`src/rtl/ft601_bus_emu.sv`:
```
// Chip-side emulator of the FT601 245-sync FIFO bus: sinks master writes into an upload FIFO
// for a host model and sources host command words back onto the bus under OE#/RD#.
module ft601_bus_emu #(
  parameter int unsigned DATA_LEN = 32,
  parameter int unsigned BE_LEN   = 4,
  parameter int unsigned TX_DEPTH = 16,
  parameter int unsigned RX_DEPTH = 4
) (
  input  logic                          clk,
  input  logic                          rst_n,
  // Bus side
  input  logic                          wr_n,
  input  logic                          rd_n,
  input  logic                          oe_n,
  input  logic                          drive_tx,
  input  logic [DATA_LEN-1:0]           data_i,
  input  logic [BE_LEN-1:0]             be_i,
  output logic [DATA_LEN-1:0]           data_o,
  output logic [BE_LEN-1:0]             be_o,
  output logic                          data_oe,
  output logic                          txe_n,
  output logic                          rxf_n,
  // Host side
  input  logic                          cmd_valid,
  input  logic [DATA_LEN-1:0]           cmd_data,
  output logic                          cmd_ready,
  output logic                          up_valid,
  output logic [DATA_LEN-1:0]           up_data,
  output logic [BE_LEN-1:0]             up_be,
  input  logic                          up_ready,
  // Status
  output logic [$clog2(TX_DEPTH):0]     tx_count,
  output logic [$clog2(RX_DEPTH):0]     rx_count,
  output logic [3:0]                    err_flags
);

  localparam int unsigned TxAw = $clog2(TX_DEPTH);
  localparam int unsigned RxAw = $clog2(RX_DEPTH);
  localparam int unsigned TxCw = TxAw + 1;
  localparam int unsigned RxCw = RxAw + 1;
  localparam int unsigned TxW  = DATA_LEN + BE_LEN;

  // Upload FIFO state
  logic [TxW-1:0]      tx_mem_q [TX_DEPTH];
  logic [TxAw-1:0]     tx_wr_ptr_q, tx_wr_ptr_d;
  logic [TxAw-1:0]     tx_rd_ptr_q, tx_rd_ptr_d;
  logic [TxCw-1:0]     tx_cnt_q, tx_cnt_d;
  logic                tx_full, tx_empty, tx_push, tx_pop, tx_req;

  // Command FIFO state
  logic [DATA_LEN-1:0] rx_mem_q [RX_DEPTH];
  logic [RxAw-1:0]     rx_wr_ptr_q, rx_wr_ptr_d;
  logic [RxAw-1:0]     rx_rd_ptr_q, rx_rd_ptr_d;
  logic [RxCw-1:0]     rx_cnt_q, rx_cnt_d;
  logic                rx_empty, rx_push, rx_pop, rx_req;
  logic [DATA_LEN-1:0] rx_head;

  // Read-data hold and registered flags
  logic [DATA_LEN-1:0] hold_q, hold_d;
  logic                hold_vld_q, hold_vld_d;
  logic                txe_n_q, txe_n_d;
  logic                rxf_n_q, rxf_n_d;
  logic                cmd_ready_q, cmd_ready_d;
  logic [3:0]          err_q, err_d;

  // Upload path decode
  always_comb begin
    tx_full  = (tx_cnt_q == TxCw'(TX_DEPTH));
    tx_empty = (tx_cnt_q == '0);
    tx_req   = ~wr_n;
    tx_pop   = ~tx_empty & up_ready;
    // A same-edge pop frees the slot, so a write at full is still accepted.
    tx_push  = tx_req & (~tx_full | tx_pop);
    tx_wr_ptr_d = tx_push ? tx_wr_ptr_q + 1'b1 : tx_wr_ptr_q;
    tx_rd_ptr_d = tx_pop  ? tx_rd_ptr_q + 1'b1 : tx_rd_ptr_q;
    tx_cnt_d    = tx_cnt_q + TxCw'(tx_push) - TxCw'(tx_pop);
    txe_n_d     = (tx_cnt_d == TxCw'(TX_DEPTH));
  end

  // Command path decode
  always_comb begin
    rx_empty = (rx_cnt_q == '0);
    rx_head  = rx_mem_q[rx_rd_ptr_q];
    rx_push  = cmd_valid & cmd_ready_q;
    rx_req   = ~rd_n & ~oe_n;
    rx_pop   = rx_req & ~rx_empty;
    rx_wr_ptr_d = rx_push ? rx_wr_ptr_q + 1'b1 : rx_wr_ptr_q;
    rx_rd_ptr_d = rx_pop  ? rx_rd_ptr_q + 1'b1 : rx_rd_ptr_q;
    rx_cnt_d    = rx_cnt_q + RxCw'(rx_push) - RxCw'(rx_pop);
    rxf_n_d     = (rx_cnt_d == '0);
    cmd_ready_d = (rx_cnt_d != RxCw'(RX_DEPTH));
  end

  // Hold register keeps the popped word visible for the master's negedge capture.
  always_comb begin
    hold_d     = hold_q;
    hold_vld_d = hold_vld_q;
    if (rx_pop) begin
      hold_d     = rx_head;
      hold_vld_d = 1'b1;
    end else if (oe_n) begin
      hold_vld_d = 1'b0;
    end
  end

  always_comb begin
    err_d    = err_q;
    err_d[0] = err_q[0] | (tx_req & ~tx_push);
    err_d[1] = err_q[1] | (rx_req & rx_empty);
    err_d[2] = err_q[2] | (~rd_n & oe_n);
    err_d[3] = err_q[3] | (drive_tx & ~oe_n);
  end

  always_ff @(posedge clk or negedge rst_n) begin
    if (!rst_n) begin
      tx_wr_ptr_q <= '0;
      tx_rd_ptr_q <= '0;
      tx_cnt_q    <= '0;
      rx_wr_ptr_q <= '0;
      rx_rd_ptr_q <= '0;
      rx_cnt_q    <= '0;
      hold_q      <= '0;
      hold_vld_q  <= 1'b0;
      txe_n_q     <= 1'b1;
      rxf_n_q     <= 1'b1;
      cmd_ready_q <= 1'b0;
      err_q       <= '0;
    end else begin
      tx_wr_ptr_q <= tx_wr_ptr_d;
      tx_rd_ptr_q <= tx_rd_ptr_d;
      tx_cnt_q    <= tx_cnt_d;
      rx_wr_ptr_q <= rx_wr_ptr_d;
      rx_rd_ptr_q <= rx_rd_ptr_d;
      rx_cnt_q    <= rx_cnt_d;
      hold_q      <= hold_d;
      hold_vld_q  <= hold_vld_d;
      txe_n_q     <= txe_n_d;
      rxf_n_q     <= rxf_n_d;
      cmd_ready_q <= cmd_ready_d;
      err_q       <= err_d;
    end
  end

  // Storage is cleared on reset so that no stale word reaches either output.
  always_ff @(posedge clk or negedge rst_n) begin
    if (!rst_n) begin
      for (int i = 0; i < int'(TX_DEPTH); i++) tx_mem_q[i] <= '0;
    end else if (tx_push) begin
      tx_mem_q[tx_wr_ptr_q] <= {be_i, data_i};
    end
  end

  always_ff @(posedge clk or negedge rst_n) begin
    if (!rst_n) begin
      for (int i = 0; i < int'(RX_DEPTH); i++) rx_mem_q[i] <= '0;
    end else if (rx_push) begin
      rx_mem_q[rx_wr_ptr_q] <= cmd_data;
    end
  end

  always_comb begin
    data_oe   = ~oe_n;
    be_o      = {BE_LEN{data_oe}};
    data_o    = hold_vld_q ? hold_q : rx_head;
    txe_n     = txe_n_q;
    rxf_n     = rxf_n_q;
    cmd_ready = cmd_ready_q;
    up_valid  = ~tx_empty;
    {up_be, up_data} = tx_mem_q[tx_rd_ptr_q];
    tx_count  = tx_cnt_q;
    rx_count  = rx_cnt_q;
    err_flags = err_q;
  end

endmodule

```
`config.mk`:
```
export PLATFORM = sky130hd
export DESIGN_NAME = ft601_bus_emu
export DESIGN_NICKNAME = d
export VERILOG_FILES = /design/src/rtl/ft601_bus_emu.sv
export SDC_FILE = /design/constraint.sdc
export NUM_CORES = 1
export LEC_CHECK = 0
export CORE_ASPECT_RATIO = 1.25
export CORE_MARGIN = 2
export CORE_UTILIZATION = 65
export DETAILED_ROUTE_END_ITERATION = 8
export MAX_ROUTING_LAYER = met4
export PLACE_DENSITY = 0.85
export SYNTH_ARGS = -nofsm -noshare
export SYNTH_HDL_FRONTEND = slang
export SYNTH_SLANG_ARGS = --single-unit
```
`constraint.sdc`:
```
create_clock -name clk -period 6.9 [get_ports clk]
set_clock_uncertainty 0.2 [all_clocks]
set_input_delay 1.38 -clock clk [delete_from_list [all_inputs] [get_ports clk]]
set_output_delay 1.38 -clock clk [all_outputs]
set_load 0.1 [all_outputs]
```
Word level (Yosys, flattened, before mapping)
Cells that the tools add are included.

storage, ports and cells
  register bits = 764
  memories kept = 0
  output and inout bits = 89
  memory bits (read-only) = 0
  input bits = 76
  bits in writable memories = 0
  latch bits = 0
  logic and storage cells = 95

cells by class
  magnitude comparators = 6
  reductions and logical operators = 6
  add/sub/neg operators = 8
  eq/ne operators = 3
  multiplexer cells = 15
  divide/modulo/power cells = 0
  $mul = 0
  shifts and indexed selects = 0
  bitwise logic cells = 25

operators with widths
  operator                                                    count
  bitwise mux 576 bit                                         1
  binary-select mux 36 bit (select 4 bit)                     1
  demux 36 bit (select 4 bit)                                 1
  bitwise mux 128 bit                                         1
  two-way mux 32 bit                                          4
  two-way mux 36 bit                                          3
  binary-select mux 32 bit (select 2 bit)                     1
  demux 32 bit (select 2 bit)                                 1
  equality test 5 bit, second input constant                  2
  greater-or-equal comparator 5 bit, second input constant    2
  inverter 4 -> 5 bit                                         2
  AND 1 bit                                                   9
  adder 4 x 1 -> 4 bit, second input constant                 2
  inverter 1 bit                                              7
  greater-or-equal comparator 3 bit, second input constant    2
  zero test 3 bit                                             2
  inverter 2 -> 3 bit                                         2
  adder 5 x 1 -> 5 bit                                        1
  zero test 5 bit                                             1
  less-than comparator 5 x 1 -> 1 bit, second input constant  1
  bitwise OR 1 bit                                            5
  subtractor 5 x 1 -> 5 bit                                   1
  adder 2 x 1 -> 2 bit, second input constant                 2
  adder 3 x 1 -> 3 bit                                        1
  other kinds (6)                                             8

Depth between registers and ports, before layout
  depth in word-level cells = 8
  depth in mapped cells = 14
  gate-level depth less buffers = 13

Worst setup path before layout
No wires, ideal clock.

  path type = register to register
  from = register tx_cnt_q[3] (netlist: tx_count[3])
  to = register txe_n_q (netlist: txe_n)
  clock period less this slack = 4.171 ns
  library setup time = 0.062 ns
  data required time = 6.638 ns
  data arrival time = 3.909 ns
  buffers on the path = 1
  slack = 2.729 ns
  cell stages (with the launch flop) = 14
  cells stage by stage = dfrtp_1 > inv_1 > ha_1 > or4b_1 > and2_1 > buf_2 > ha_1 > inv_1 > ha_1 > fa_1 > a21oi_1 > o21bai_1 > xnor2_1 > and3b_1

between the ends
  word-level cells in the longest chain between the ends = 8
  elaborated cells on any way between the ends = 10
  classes of those cells = add/sub (2); eq/ne (2); bitwise (5); reduce/logical (1)

RTL lines
  what                           line  source
  start: declaration             47    logic [TxCw-1:0] tx_cnt_q, tx_cnt_d;
  start signal: assignment       131   tx_cnt_q <= tx_cnt_d;
  zero test 5 bit (*)            69    tx_empty = (tx_cnt_q == '0);
  inverter 1 bit (*)             n/a
  named net up_valid             27    output logic up_valid,
  AND 1 bit (*)                  71    tx_pop = ~tx_empty & up_ready;
  named net tx_pop               48    logic tx_full, tx_empty, tx_push, tx_pop, tx_req;
  bitwise OR 1 bit               73    tx_push = tx_req & (~tx_full | tx_pop);
  AND 1 bit                      73
  adder 5 x 1 -> 5 bit           76    tx_cnt_d = tx_cnt_q + TxCw'(tx_push) - TxCw'(tx_pop);
  subtractor 5 x 1 -> 5 bit (*)  76
  named net tx_cnt_d[4]          47
  equality test 5 bit (*)        77    txe_n_d = (tx_cnt_d == TxCw'(TX_DEPTH));
  named net txe_n_d              61    logic txe_n_q, txe_n_d;
  end signal: assignment         137   txe_n_q <= txe_n_d;
  end: declaration               61

The timed path passes the listed nets; every way through them passes the cells marked *.
A chain may end at the register's enable or synchronous reset.

Worst setup path after layout
  from = register tx_rd_ptr_q[2]
  to = output port up_data[22]

between the ends
  word-level cells in the longest chain between the ends = 4

RTL lines
  what                                                   line  source
  start: declaration                                     46    logic [TxAw-1:0] tx_rd_ptr_q, tx_rd_ptr_d;
  start signal: assignment                               130   tx_rd_ptr_q <= tx_rd_ptr_d;
  inverter 4 -> 5 bit (not written as such)              169   {up_be, up_data} = tx_mem_q[tx_rd_ptr_q];
  binary-select mux 36 bit (select 4 bit)                169
  two-way mux 36 bit (not written as such) (2 in a row)  169
  end: declaration                                       28    output logic [DATA_LEN-1:0] up_data,

Every way passes these cells. The select of a mux whose other input is x is not followed.

==> flow_summary.json <==
{
  "required_ns": 5.32,
  "cts_repair_resize_count": 0,
  "setup_tns_ns": 0,
  "cts_hold_buf": 0,
  "multi_input_area_um2": 16000,
  "syn_avg_cell_area_um2": 16.2,
  "grt_max_degree": 173,
  "drive_above_1_share_pct": 45.5,
  "die_w_um": 216,
  "cts_sinks": 764,
  "cp_cell_sequence": "and2_2 > buf_4 > a221oi_1 > a22oi_1 > nand2_1 > buf_4",
  "hpwl_um": 48100,
  "timing.critical_path.fanout_max": 32,
  "max_stage_delay_ns": 1.02,
  "dieArea_um2": 58100,
  "synthTopCellsByArea": "dfrtp_1 52%, mux2_4 17%, mux2_2 11%",
  "ys_types": 40,
  "grt_usage_pct": 30.2,
  "clkTransAtPathRegs_ns": 0.06,
  "synth_top_family_by_area": "multiplexers",
  "syn-cell-area_um2": 36500,
  "root_buffer": "clkbuf_16",
  "path_buf_inv": 2,
  "synthSimpleGateAreaFrac_pct": 1.09,
  "cts_max_level": 3,
  "ctsLongestPathBuffers": 3,
  "fill_cells": 3311,
  "dpl_cell_area_um2": 38100,
  "finalSetupViolations": 0,
  "finalCritPeriodShare_pct": 79.3,
  "drc": 0,
  "cts_tree": "built",
  "cpMostUsedCell": "buf_4",
  "yosysTopAreaCell": "dfrtp_1",
  "synth_nets": 2355,
  "hold_class": "reg -> reg",
  "synth-edff-count": 0,
  "nets": 2445,
  "area_delta_synth_final_pct": 11.2,
  "rr_worst_depth": 7,
  "antenna_found_initial": 2,
  "status": "finished, final reports clean",
  "die_h_um": 269,
  "synth_ff_type": "dfrtp_1",
  "crit_type": "reg -> out",
  "synth_compound_area_share_pct": 3.21,
  "async_reset_ff_share_pct": 100,
  "place_congestion": 0.804,
  "post-cts-setup-buffers": 0,
  "totalWireLength_um": 82800,
  "tightest_slew_ns": 1.25,
  "synthAdderAreaFrac_pct": 0.692,
  "crit_slowest_cell": "dfrtp_1",
  "layout_commonest_cell": "dfrtp_1",
  "min_period_ns": 5.47,
  "maxSlewViolCount": 0,
  "core.rowCount": 97,
  "initial_core_util_pct": 65.4,
  "critPathCaptureType": "primary output",
  "startpoint_type": "register",
  "core-area_um2": 55800,
  "hold_depth": 1,
  "num_vias": 20100,
  "hold_violations": 0,
  "grt_pass1_wl_um": 132000,
  "muxShareOfSynthArea_pct": 38.4,
  "first_pass_iters": 5,
  "final_antenna_net_count": 0,
  "slew_headroom_pct": 16.8,
  "vias_per_cell": 6.38,
  "r2r_setup_slack_ns": 3.30,
  "cp.depth": 6,
  "drv_cap": 0,
  "ys_seq_area_share_pct": 52.4,
  "worstPathArrival_ns": 3.89,
  "seq_area_um2": 19100,
  "drtIter0Drc": 1742,
  "fmax_mhz": 183,
  "layout_common_cells": "758 x dfrtp_1, 420 x mux2_4, 350 x mux2_2",
  "utilization_pct": 72.8,
  "grt-ovfl-total": 0,
  "synthesis.instances": 2260,
  "cts_buffers": 74,
  "rsz0062_at_grt": "no",
  "synth-xor-area-share_pct": 0.360,
  "design_area_um2": 40600,
  "grt_pass1_vias": 22200,
  "ys_warn_count": 0,
  "cp_top_family": "flip-flops",
  "io_buffers": 164,
  "wl_per_cell_um": 26.3,
  "insertion_delay_ns": 0.62,
  "io_pins": 165,
  "yosysTopAreaCellShare_pct": 52.2,
  "synth_seq_cells": 764
}
==> cell type report <==
class | instances | share of cell area (%)
Clock buffer | 109 | 5.33
Timing Repair Buffer | 207 | 4.81
Multi-Input combinational cell | 1285 | 39.4
Antenna cell | 3 | 0.0185
Tap cell | 742 | 2.29
Inverter | 18 | 0.166
Clock inverter | 22 | 0.862
Sequential cell | 764 | 47.1
==> Yosys cell counts (4+ instances only) <==
cell / n
dfrtp_1: 762
mux2_4: 420
mux2_2: 350
mux2i_1: 144
mux4_2: 104
clkbuf_1: 78
a221oi_1: 72
buf_6: 46
nand2_1: 41
o21ai_0: 37
a22oi_1: 36
buf_2: 34
ha_1: 17
inv_1: 17
and3_1: 16
buf_1: 13
buf_12: 12
buf_4: 10
xnor2_1: 10
nand3_1: 5
xor2_1: 5
a21o_1: 4
==> final timing paths <==
path / end / startpoint
worst max-delay path: up_data[22] / tx_rd_ptr_q[2]
worst min-delay path: err_flags[2] / err_flags[2]
worst max register to register: tx_mem_q[470] / tx_count[3]
worst min register to register: err_flags[2] / err_flags[2]
max in group asynchronous: tx_mem_q[0] / rst_n
min in group asynchronous: tx_mem_q[370] / rst_n
==> routing by layer <==
layer	up-vias	track usage, %	wire [um]
met5	-	-	0
met4	0	11.2	2280
met3	165	4.09	4130
met2	621	50.2	42900
met1	10800	38.2	33600
li1	8518	-	-
==> worst reg2reg max path, cell delays in order, from the launching register on <==
cell and delay (ns):
dfrtp_1 0.40, inv_1 0.08, ha_1 0.20, nor3b_4 0.16
a31oi_4 0.46, and3_2 1.14, buf_4 0.47, mux2_2 0.38
==> cells by family (layout without fill, tap and decap cells) <==
logic type,count (synthesis),count (layout)
other cells,0,3
xor+xnor,15,15
compound gates,155,155
flops,764,764
fa+ha+maj,19,19
simple gates,78,78
mux,1018,1018
buf+inv,211,356
==> stage by stage <==
step                hold WS [ns]  setup slack [ns]  cells
floorplan                  0.274              2.73   2260
global placement           0.238              2.11   3016
detailed placement         0.254              2.08   3016
CTS                        0.267              1.48   3147
global route               0.287              1.33   3149
finish                     0.269              1.43   3150
==> state kept, by name, summed over array words and instances, names as in the netlist, 2 cells and up <==
signal       flops
rx_count         3
hold_q          32
tx_rd_ptr_q      4
tx_wr_ptr_q      4
tx_mem_q       576
err_flags        4
tx_count         5
rx_rd_ptr_q      2
rx_mem_q       128
rx_wr_ptr_q      2
Power is not shown: default switching activity piles up to over one toggle a cycle in this logic, so the estimate is an artifact.
